`config.mk`:
```
export PLATFORM = sky130hd
export DESIGN_NAME = simple_cpu_core
export DESIGN_NICKNAME = d
export VERILOG_FILES = /design/src/rtl/simple_cpu_pkg.sv /design/src/rtl/simple_cpu_regfile.sv /design/src/rtl/simple_cpu_core.sv
export SDC_FILE = /design/constraint.sdc
export NUM_CORES = 1
export LEC_CHECK = 0
export CAP_MARGIN = 5
export CORE_ASPECT_RATIO = 1.5
export CORE_MARGIN = 2
export CORE_UTILIZATION = 30
export CTS_CLUSTER_SIZE = 20
export DETAILED_ROUTE_END_ITERATION = 8
export HOLD_SLACK_MARGIN = 0.15
export PLACE_DENSITY = 0.53
export REMOVE_ABC_BUFFERS = 1
export SKIP_CTS_REPAIR_TIMING = 1
export SYNTH_ARGS = -nofsm -noshare
export SYNTH_HDL_FRONTEND = slang
export SYNTH_SLANG_ARGS = --single-unit
```
`constraint.sdc`:
```
create_clock -name clk -period 6.55 [get_ports clk]
set_input_delay 1.6375 -clock clk [delete_from_list [all_inputs] [get_ports clk]]
set_output_delay 1.6375 -clock clk [all_outputs]
set_load 0.05 [all_outputs]
```
`src/rtl/simple_cpu_pkg.sv`:
```
// Shared opcodes, FSM state type and instruction field offsets for the multi-cycle CPU core.
package simple_cpu_pkg;

    localparam logic [2:0] OP_LDI = 3'b000;
    localparam logic [2:0] OP_ADD = 3'b001;
    localparam logic [2:0] OP_SUB = 3'b010;
    localparam logic [2:0] OP_AND = 3'b011;
    localparam logic [2:0] OP_OR  = 3'b100;
    localparam logic [2:0] OP_NOT = 3'b101;
    localparam logic [2:0] OP_INC = 3'b110;
    localparam logic [2:0] OP_DEC = 3'b111;

    typedef enum logic [1:0] {
        IDLE = 2'd0,
        READ = 2'd1,
        EXEC = 2'd2,
        WB   = 2'd3
    } state_t;

    // Instruction layout MSB->LSB: opcode, rd, rs1, rs2, imm
    function automatic int rs2_lsb(input int data_w);
        return data_w;
    endfunction

    function automatic int rs1_lsb(input int data_w, input int addr_w);
        return data_w + addr_w;
    endfunction

    function automatic int rd_lsb(input int data_w, input int addr_w);
        return data_w + 2 * addr_w;
    endfunction

    function automatic int op_lsb(input int data_w, input int addr_w);
        return data_w + 3 * addr_w;
    endfunction

endpackage

```
`src/rtl/simple_cpu_regfile.sv`:
```
// Register file: two asynchronous read ports, one synchronous write port,
// synchronous active-low clear of every entry.
module simple_cpu_regfile #(
    parameter int DATA_W = 8,
    parameter int ADDR_W = 3
) (
    input  logic              clk,
    input  logic              rst_n,
    input  logic [ADDR_W-1:0] raddr_a,
    output logic [DATA_W-1:0] rdata_a,
    input  logic [ADDR_W-1:0] raddr_b,
    output logic [DATA_W-1:0] rdata_b,
    input  logic              we,
    input  logic [ADDR_W-1:0] waddr,
    input  logic [DATA_W-1:0] wdata
);

    logic [DATA_W-1:0] regs [2**ADDR_W];

    always_ff @(posedge clk) begin
        if (!rst_n) begin
            for (int i = 0; i < 2**ADDR_W; i++) begin
                regs[i] <= '0;
            end
        end else if (we) begin
            regs[waddr] <= wdata;
        end
    end

    assign rdata_a = regs[raddr_a];
    assign rdata_b = regs[raddr_b];

endmodule

```
`src/rtl/simple_cpu_core.sv`:
```
// Multi-cycle CPU core (IDLE/READ/EXEC/WB); SIMPLE_CPU_CORE_SAT_EN selects saturating ADD/SUB/INC/DEC.
// Latency: 3 cycles accept->result_valid; one instruction per 4 cycles.
// Backpressure: instr_ready high only in IDLE; the source holds instr/instr_valid until accepted.
module simple_cpu_core
    import simple_cpu_pkg::*;
#(
    parameter int DATA_W     = 8,
    parameter int REG_ADDR_W = 3,
    parameter int INSTR_W    = 3 + 3 * REG_ADDR_W + DATA_W
) (
    input  logic               clk,
    input  logic               rst_n,
    input  logic [INSTR_W-1:0] instr,
    input  logic               instr_valid,
    output logic               instr_ready,
    output logic [DATA_W-1:0]  result,
    output logic               result_valid,
    output logic               carry_flag,
    output logic               zero_flag
);

    localparam int OP_LSB  = op_lsb(DATA_W, REG_ADDR_W);
    localparam int RD_LSB  = rd_lsb(DATA_W, REG_ADDR_W);
    localparam int RS1_LSB = rs1_lsb(DATA_W, REG_ADDR_W);
    localparam int RS2_LSB = rs2_lsb(DATA_W);
    localparam logic [DATA_W:0] ONE_EXT = {{DATA_W{1'b0}}, 1'b1};

    state_t state, state_nxt;

    logic [INSTR_W-1:0]    instr_q;
    logic [2:0]            opcode;
    logic [REG_ADDR_W-1:0] rd, rs1, rs2;
    logic [DATA_W-1:0]     imm;
    logic [DATA_W-1:0]     rs1_dat, rs2_dat, op_a, op_b;
    logic [DATA_W:0]       alu_nxt, alu_q;
    logic [DATA_W-1:0]     wb_value;
    logic                  rf_we;

    assign opcode = instr_q[OP_LSB +: 3];
    assign rd     = instr_q[RD_LSB +: REG_ADDR_W];
    assign rs1    = instr_q[RS1_LSB +: REG_ADDR_W];
    assign rs2    = instr_q[RS2_LSB +: REG_ADDR_W];
    assign imm    = instr_q[DATA_W-1:0];

    simple_cpu_regfile #(
        .DATA_W (DATA_W),
        .ADDR_W (REG_ADDR_W)
    ) u_regfile (
        .clk     (clk),
        .rst_n   (rst_n),
        .raddr_a (rs1),
        .rdata_a (rs1_dat),
        .raddr_b (rs2),
        .rdata_b (rs2_dat),
        .we      (rf_we),
        .waddr   (rd),
        .wdata   (wb_value)
    );

    always_ff @(posedge clk) begin
        if (!rst_n) begin
            state <= IDLE;
        end else begin
            state <= state_nxt;
        end
    end

    always_comb begin
        state_nxt = state;
        case (state)
            IDLE:    if (instr_valid) state_nxt = READ;
            READ:    state_nxt = EXEC;
            EXEC:    state_nxt = WB;
            WB:      state_nxt = IDLE;
            default: state_nxt = IDLE;
        endcase
    end

    // Ready is masked by reset so the source never sees an accept while the core is held
    always_comb begin
        instr_ready = rst_n && (state == IDLE);
        rf_we       = (state == WB);
    end

    // Bit DATA_W carries the carry/borrow for every arithmetic op and is 0 for the rest
    always_comb begin
        alu_nxt = '0;
        case (opcode)
            OP_LDI:  alu_nxt = {1'b0, imm};
            OP_ADD:  alu_nxt = {1'b0, op_a} + {1'b0, op_b};
            OP_SUB:  alu_nxt = {1'b0, op_a} - {1'b0, op_b};
            OP_AND:  alu_nxt = {1'b0, op_a & op_b};
            OP_OR:   alu_nxt = {1'b0, op_a | op_b};
            OP_NOT:  alu_nxt = {1'b0, ~op_a};
            OP_INC:  alu_nxt = {1'b0, op_a} + ONE_EXT;
            OP_DEC:  alu_nxt = {1'b0, op_a} - ONE_EXT;
            default: alu_nxt = '0;
        endcase
    end

    always_comb begin
        wb_value = alu_q[DATA_W-1:0];
`ifdef SIMPLE_CPU_CORE_SAT_EN
        if (alu_q[DATA_W]) begin
            case (opcode)
                OP_ADD, OP_INC: wb_value = '1;
                OP_SUB, OP_DEC: wb_value = '0;
                default:        wb_value = alu_q[DATA_W-1:0];
            endcase
        end
`endif
    end

    always_ff @(posedge clk) begin
        if (!rst_n) begin
            instr_q      <= '0;
            op_a         <= '0;
            op_b         <= '0;
            alu_q        <= '0;
            result       <= '0;
            result_valid <= 1'b0;
            carry_flag   <= 1'b0;
            zero_flag    <= 1'b0;
        end else begin
            result_valid <= 1'b0;
            case (state)
                IDLE: if (instr_valid) instr_q <= instr;
                READ: begin
                    op_a <= rs1_dat;
                    op_b <= rs2_dat;
                end
                EXEC: alu_q <= alu_nxt;
                WB: begin
                    result       <= wb_value;
                    carry_flag   <= alu_q[DATA_W];
                    zero_flag    <= (wb_value == '0);
                    result_valid <= 1'b1;
                end
                default: ;
            endcase
        end
    end

endmodule

```
Yosys cells after proc, flatten, opt, wreduce, memory -nomap -nowiden
Memory sizes are Yosys's and may differ from the RTL's. A register that Yosys moved wholly into a read port is not among the register bits.
Cells that the tools add are included.
{ "op_classes": {"addsub": 4, "n_eq_ne": 11, "n_mux": 10, "bitwise_logic": 3, "reduce_logical": 8} }
{ "ops": {"columns": ["op", "count"], "rows": [
  ["case mux 9 bit (8 select lines)", 1],
  ["== test 3 bit (second input constant)", 4],
  ["adder 8 x 1 -> 9 bit (second input constant)", 1],
  ["adder 8 x 8 -> 9 bit", 1],
  ["subtractor 8 x 1 -> 9 bit (second input constant)", 1],
  ["subtractor 8 x 8 -> 9 bit", 1],
  ["AND 8 bit", 1],
  ["logical NOT 8 bit", 1],
  ["two-way mux 8 bit", 1],
  ["NOT 8 bit", 1],
  ["bitwise OR 8 bit", 1],
  ["case mux 2 bit (4 select lines)", 1],
  ["OR reduction 8 bit", 1],
  ["== test 3 x 2 -> 1 bit (second input constant)", 2],
  ["two-way mux 1 bit", 5],
  ["== test 2 bit (second input constant)", 2],
  ["== test 3 x 1 -> 1 bit (second input constant)", 1],
  ["logical NOT 3 bit", 1],
  ["two-way mux 3 bit", 1],
  ["== test 2 x 1 -> 1 bit (second input constant)", 1],
  ["logical NOT 1 bit", 2],
  ["logical NOT 2 bit", 1],
  ["two-way mux 2 bit", 1],
  ["inequality test 2 bit (second input constant)", 1],
  ["2 further kinds", 2]
]} }
{ "totals": {"regBits": 42, "ram_bits": 64, "in_bits": 23, "out_inout_bits": 12, "memories": 1} }
{ "memory_table": {"columns": ["name", "depth", "word_bits", "read_ports", "rd_ports_with_merged_regs", "write_ports", "line_no", "rtl"], "rows": [
  ["u_regfile.regs", 8, 8, 2, 2, 8, "simple_cpu_regfile.sv:18", "logic [DATA_W-1:0] regs [2**ADDR_W];"]
]} }

Depth between registers and ports, before layout
Gate-level depths: netlist (run 1).
{ "depth": {"word_depth": 6, "depth_mapped": 13} }

Cells and area by module
A second synthesis (run 1) with hierarchy kept.
{ "hier_totals": {"cells_unflattened": 605, "hier_area_um2": 6775.2} }
{ "by_module_without_submodules": {"columns": ["mod", "instances", "cells_each", "area_per_inst_um2"], "rows": [
  ["simple_cpu_regfile", 1, 223, 3523.4],
  ["simple_cpu_core", 1, 382, 3251.9]
]} }

Worst setup path before layout (run 1)
OpenSTA, ideal clock, no wires.
{ "synth_timing": {"path_kind": "input -> output", "from": "in rst_n", "to": "out instr_ready", "arrival_ns": 2.592, "required_ns": 4.912, "slack_ns": 2.320, "cell_stages": 3, "path_buffers": 2, "cell_sequence": "clkbuf_1 clkbuf_1 and2_1"} }
{ "synth_via": {"elab_chain_cells": 1} }
{ "synth_lines": {"columns": ["element", "line_no", "rtl"], "rows": [
  ["from (decl)", "simple_cpu_core.sv:12", "input logic rst_n,"],
  ["logical AND 1 bit", "simple_cpu_core.sv:81", "instr_ready = rst_n && (state == IDLE);"],
  ["to (decl)", "simple_cpu_core.sv:15", "output logic instr_ready,"]
]} }
No other way between the ends.

Worst setup path in the final report (run 1)
Ends and elaborated chain as after synthesis.

==> metrics.csv, run 1 <==
stage,metric,value,unit
sta,fin_worst_skew,0.00613,ns
clocking,numClockSinks,122,
layout,areaGrowthSynthToFinish,16.7,%
synth,ys_ff_latch,122,
layout,seq_area,0.00308,mm2
sta,period_minus_slack,4.29,ns
layout,final_cells,909,
route,wl_met2,9070,um
route,wl_met1,6760,um
sta,max_slew_margin,0.166,
layout,postLayoutCoreUtil,0.356,
synth,synth.mux.area_fraction,0.150,
route,viasPerCell,5.11,
critical_path,end_kind,output port,
layout,antennaDiodeCount,0,
route,routedWlPerCell,18.8,um
route,met3_length,503,um
clocking,root_buffer,clkbuf_16,
run_status,status,"finished, final reports clean",
place,hpwl,12300,um
sta,hold_violations,0,
floorplanning,core_area,0.0216,mm2
power,leakage,2.76,nW
sta,setup_violations,0,
synth,ys.flop_type,edfxtp_1,
sta,fin_hold_ws,0.469,ns
sta,tightest_slew,1.24,ns
clocking,clkTransAtPathRegs,0.06,ns
global_routing,track_usage,0.152,
clocking,insertion_delay,0.42,ns
clocking,cts_tree,yes,
sta,drv_slew,0,
synth,synth_seq_area_share,0.467,
synth,synth-edff-count,64,
global_routing,grt_pass1_vias,4732,
route,drc,0,
synth,synthAdderAreaFrac,0.0296,
min_path,hp-class,register to register,
job,maxCapViolations,0,
global_routing,antenna_found_initial,0,
synth,synth_top_family_by_area,simple AND/OR/NAND/NOR gates,
route,topRoutingLayerUsed,met4,
layout,nets,662,
layout,multi_input_area,0.00328,mm2
power,clkPwrFrac,0.303,
global_routing,grt_remaining_overflow,0,
floorplanning,die_area,0.0232,mm2
clocking,ctsLongestPathBuffers,2,
critical_path,crit_fanout,2,
synth,synthTopCellsByCount,"nand2_1, and2_1, edfxtp_1, dfxtp_1, nor2_1",
synth,yosys_warnings,0,
route,drtIter0Drc,232,
sta,fmax,233,MHz
critical_path,start_kind,primary input,
floorplanning,row_count,66,
layout,drive_gt1_frac,0.108,
floorplanning,die_h,186,um
synth,synth.largest_area_cell,edfxtp_1,
clocking,cts_made_buffers,17,
synth,synth.distinct_cells,50,
critical_path,arrival,2.65,ns
route,vias,4645,
power,p_sw_frac,0.362,
route,antenna_left,0,
global_routing,grt_pass1_wl,26800,um
sta,rsz0062_at_grt,no,
synth,yosysMostFrequentCell,nand2_1,
route,first_pass_iters,4,
place,place_congestion,0.845,
synth,yosys.area_share.simple,0.175,
clocking,h-tree-depth,4,
place,numPortBuffers,34,
critical_path,path_class,primary input to output port,
power,irDropWorstVdd,0.202,mV
power,pwr-share-seq,0.353,
power,p_switching,1.12,mW
power,internal_power,1.98,mW
floorplanning,die_w,125,um
synth,synth.top_cell.area_share,0.291,
place,dp_cells,876,
power,finalPower,3.10,mW
route,drt_wl_total,17100,um
sta,fin_crit_sh,0.655,
synth,synth_area,0.00660,mm2
global_routing,grt_max_degree,70,
floorplanning,start_util,0.305,
power,pwr-share-comb,0.345,
synth,yosys-top-cells-area,"edfxtp_1, dfxtp_1, mux4_2",
layout,fillers,2168,
synth,synth-async-reset-ratio,0,
synth,synth_compound_area_frac,0.128,
critical_path,critical_path_required,4.91,ns
synth,postSynthCellCount,614,
power,powerDensity,402,mW/mm2
floorplanning,io_pins,35,
synth,synthXorXnorAreaFrac,0.0146,
sta,tns,0,ns
synth,syn_avg_cell_area,10.7,um2
## power by group through the flow
stage | clock, mW | combinational, mW | sequential [mW]
2_1_floorplan | 0 | 0.791 | 1.05
3_3_place_gp | 0 | 1.04 | 1.10
3_5_place_dp | 0 | 1.06 | 1.11
4_1_cts | 0.955 | 1.07 | 1.09
5_1_grt | 0.988 | 1.19 | 1.12
6_report | 0.938 | 1.07 | 1.09
## metrics by stage
| stage | area [um2] | worst slack, ns |
|---|---|---|
| floorplan | 6390 | 2.86 |
| detailed placement | 7110 | 2.26 |
| CTS | 7690 | 2.25 |
| global placement | 7110 | 2.25 |
| global route | 7700 | 2.22 |
| finish | 7700 | 2.26 |
## routing by layer
layer / track usage / vias up
met1: 0.165 / 2258
met2: 0.278 / 107
met5: 0 / -
li1: - / 2240
met3: 0.0322 / 40
met4: 0.0791 / 0
## state kept, by name (all words and copies together) (netlist names)
| signal | count |
|---|---|
| zero_flag | 1 |
| result | 8 |
| alu_q | 9 |
| op_b | 8 |
| op_a | 8 |
| state | 2 |
| u_regfile.regs | 64 |
| result_valid | 1 |
| carry_flag | 1 |
| instr_q | 20 |
## layout by cell type, fill, tap and decap left out, drive strengths merged, types with 9 or more instances in the layout
master,n
a21boi,22
o211a,17
nor3,9
mux4,32
dfxtp,58
xnor2,9
ha,14
clkdlybuf4s50,33
edfxtp,64
nor2b,14
mux2i,27
nand2b,16
nand2,71
clkbuf,20
nor2,39
and2,68
o21ai,25
a21oi,19
## critical path: stages
cell and delay (ns):
buf_2 0.09, and2_1 0.12, clkdlybuf4s50_1 0.80
## worst paths after layout
| check | from | end | slack [ns] | cells after the start |
|---|---|---|---|---|
| max | rst_n | instr_ready | 2.26 | 3 |
| min | instr_q[3] | instr_q[3] | 0.47 | 2 |
| max reg2reg | instr_q[18] | alu_q[8] | 3.46 | 11 |
| min reg2reg | instr_q[3] | instr_q[3] | 0.47 | 2 |
## cells by family (layout without fill, tap and decap cells)
kind of cell,count (synthesis),in the layout
XOR/XNOR,11,11
multiplexers,59,59
AND/OR/NAND/NOR,230,230
flip-flops,122,122
AO/OA/AOI/OAI,120,120
buffers and inverters,57,80
adder cells (fa/ha/maj),15,15
## area by class of cell
cell class                 count  area share
clock buffer                  20      0.0567
clock inverter                12      0.0195
inverter                       8     0.00390
multi-input combinational    435       0.426
sequential                   122       0.400
tap                          272      0.0442
timing repair buffer          40      0.0491
No activity file was read; power rests on OpenSTA's default activity.
==> inputs of run 2 (changes only) <==
--- a/config.mk
+++ b/config.mk
@@ -12,7 +12,7 @@
 export CTS_CLUSTER_SIZE = 20
 export DETAILED_ROUTE_END_ITERATION = 8
 export HOLD_SLACK_MARGIN = 0.15
-export PLACE_DENSITY = 0.53
+export PLACE_DENSITY = 0.54
 export REMOVE_ABC_BUFFERS = 1
 export SKIP_CTS_REPAIR_TIMING = 1
 export SYNTH_ARGS = -nofsm -noshare
==> constraint.sdc (replaced) <==
create_clock -name clk -period 3.6 [get_ports clk]
set_input_delay 0.9 -clock clk [delete_from_list [all_inputs] [get_ports clk]]
set_output_delay 0.9 -clock clk [all_outputs]
set_load 0.05 [all_outputs]
==> metrics.csv, run 2 (synthesis gave the netlist of run 1 again) <==
stage,metric,value,unit,change
sta,setup_violations,0,,unchanged
place,numPortBuffers,34,,unchanged
sta,rsz0062_at_grt,no,,
critical_path,start_kind,register,,
clocking,clkTransAtPathRegs,0.06,ns,about the same
power,internal_power,3.57,mW,+81%
power,irDropWorstVdd,0.286,mV,+42%
power,pwr-share-comb,0.357,,+0.012
clocking,root_buffer,clkbuf_16,,
route,drc,0,,unchanged
sta,fin_worst_skew,0.0106,ns,+0.00452 ns
sta,hold_violations,0,,unchanged
sta,fmax,340,MHz,
power,p_switching,2.11,mW,+88%
route,antenna_left,0,,unchanged
floorplanning,die_area,0.0232,mm2,unchanged
critical_path,path_class,register to register,,
global_routing,track_usage,0.160,,+0.00759
critical_path,arrival,3.25,ns,+0.60 ns
layout,top_regs,"u_regfile.regs (64), instr_q (20), alu_q (9)",,
layout,nets,674,,+1.8%
critical_path,end_kind,register,,
critical_path,worst_path_dominant_cell_family,compound AO/OA/AOI/OAI gates,,
layout,antennaDiodeCount,0,,unchanged
layout,drive_gt1_frac,0.128,,+0.0196
layout,final_cell_mix,"nand2_1, and2_1, edfxtp_1",,
job,maxCapViolations,0,,unchanged
critical_path,crit_slowest_cell,fa_1,,
critical_path,crit_top_cell,a21oi_1,,
global_routing,grt_remaining_overflow,0,,unchanged
layout,seq_area,0.00308,mm2,unchanged
sta,tns,0,ns,unchanged
power,p_sw_frac,0.371,,+0.00859
layout,areaGrowthSynthToFinish,18.1,%,
clocking,insertion_delay,0.41,ns,about the same
sta,layout_setup_ws,0.655,ns,-1.61 ns
layout,multi_input_area,0.00328,mm2,unchanged
route,routedWlPerCell,19.4,um,+3.3%
sta,tightest_slew,1.02,ns,-0.217 ns
sta,fin_crit_sh,0.818,,
route,drtIter0Drc,244,,+5.2%
critical_path,critPathBufInv,0,,-2
route,viasPerCell,5.10,,-0.20%
floorplanning,start_util,0.305,,unchanged
sta,drv_slew,0,,unchanged
critical_path,cpPeakStageDelay,0.48,ns,-0.32 ns
power,clkPwrFrac,0.298,,-0.005
sta,period_minus_slack,2.95,ns,
critical_path,crit_fanout,13,,+11
critical_path,critical_path_required,3.91,ns,-1.00 ns
route,drt_wl_total,17900,um,+4.7%
clocking,cts_tree,yes,,
route,first_pass_iters,4,,unchanged
layout,fillers,2183,,+0.69%
global_routing,antenna_found_initial,0,,unchanged
floorplanning,die_w,125,um,unchanged
layout,largest_register_ff_count,64,,unchanged
sta,max_slew_margin,0.320,,+0.154
power,leakage,2.82,nW,+2.2%
clocking,ctsLongestPathBuffers,2,,unchanged
route,vias,4697,,+1.1%
global_routing,grt_pass1_wl,28000,um,+4.8%
floorplanning,die_h,186,um,unchanged
clocking,numClockSinks,122,,unchanged
global_routing,grt_pass1_vias,4943,,+4.5%
layout,final_common_cell,nand2_1,,
global_routing,grt_max_degree,69,,-1.4%
floorplanning,io_pins,35,,unchanged
layout,regMostFlops,u_regfile.regs,,
floorplanning,row_count,66,,unchanged
power,powerDensity,729,mW/mm2,+81%
place,pre_cts_slack,0.705,ns,-1.55 ns
floorplanning,core_area,0.0216,mm2,unchanged
clocking,cts_made_buffers,17,,unchanged
power,pwr-share-seq,0.345,,-0.008
clocking,h-tree-depth,4,,unchanged
critical_path,path_cells,nand2b_1 -> a21oi_1 -> a21oi_1 -> fa_1 -> a211oi_2 -> nor2_1 -> or4_1 -> a31oi_1 -> xnor2_1 -> o21ai_1,,
place,hpwl,13000,um,+6.0%
run_status,status,"finished, final reports clean",,
min_path,hp-class,register to register,,
place,place_congestion,0.927,,+9.7%
-- run 2: cell count changes in the layout (fill, tap and decap cells not counted), sizes merged --
| cell | delta |
|---|---|
| clkinvlp | +1 |
| clkbuf | -2 |
| inv | +3 |
| clkinv | -1 |
| bufinv | -1 |
| buf | +12 |
-- run 2: stage by stage --
step	instances	area (um2)	power [mW]	hold slack, ns	util
finish	921	7790	5.68	0.474	0.360
CTS	921	7790	5.72	0.479	0.360
floorplan	565	6390	3.35	0.443	-
global route	921	7790	6.04	0.500	0.360
detailed placement	889	7210	4.00	0.470	0.333
global placement	889	7210	3.99	0.465	0.333
-- run 2: worst paths after layout --
check	from	to	slack [ns]	cells past startpoint
setup reg to reg	instr_q[17]	alu_q[8]	0.65	10
hold reg to reg	instr_q[14]	instr_q[14]	0.47	2
hold / removal	instr_q[14]	instr_q[14]	0.47	2
setup / recovery	instr_q[17]	alu_q[8]	0.65	10
-- run 2: area by class of cell --
cell class | count | share of cell area
clock inverters | 14 | 0.0188
well taps | 272 | 0.0437
clock buffers | 18 | 0.0564
repair buffers | 52 | 0.0604
inverters | 8 | 0.00385
flip-flops and latches | 122 | 0.396
multi-input cells | 435 | 0.421
-- run 2: tightest hold or removal path, delay by kind of cell (launching register included) --
kind	cells	cell delay, ns
AOI/OAI and AO/OA	1	0.06
and+or+nand+nor	1	0.05
DFF	1	0.31
-- run 2: power by group through the flow --
stage          clock [mW]  sequential [mW]  combinational, mW
2_1_floorplan           0             1.91               1.44
3_3_place_gp            0             1.98               2.01
3_5_place_dp            0             1.99               2.02
4_1_cts              1.72             1.96               2.04
5_1_grt              1.78             1.99               2.27
6_report             1.69             1.96               2.03
-- run 2: per-layer routing --
metal,GRT usage,share of wire,up-vias
li1,-,-,2261
met1,0.167,0.37,2303
met2,0.308,0.56,103
met3,0.0259,0.027,30
met4,0.0773,0.033,0
met5,0,0,-
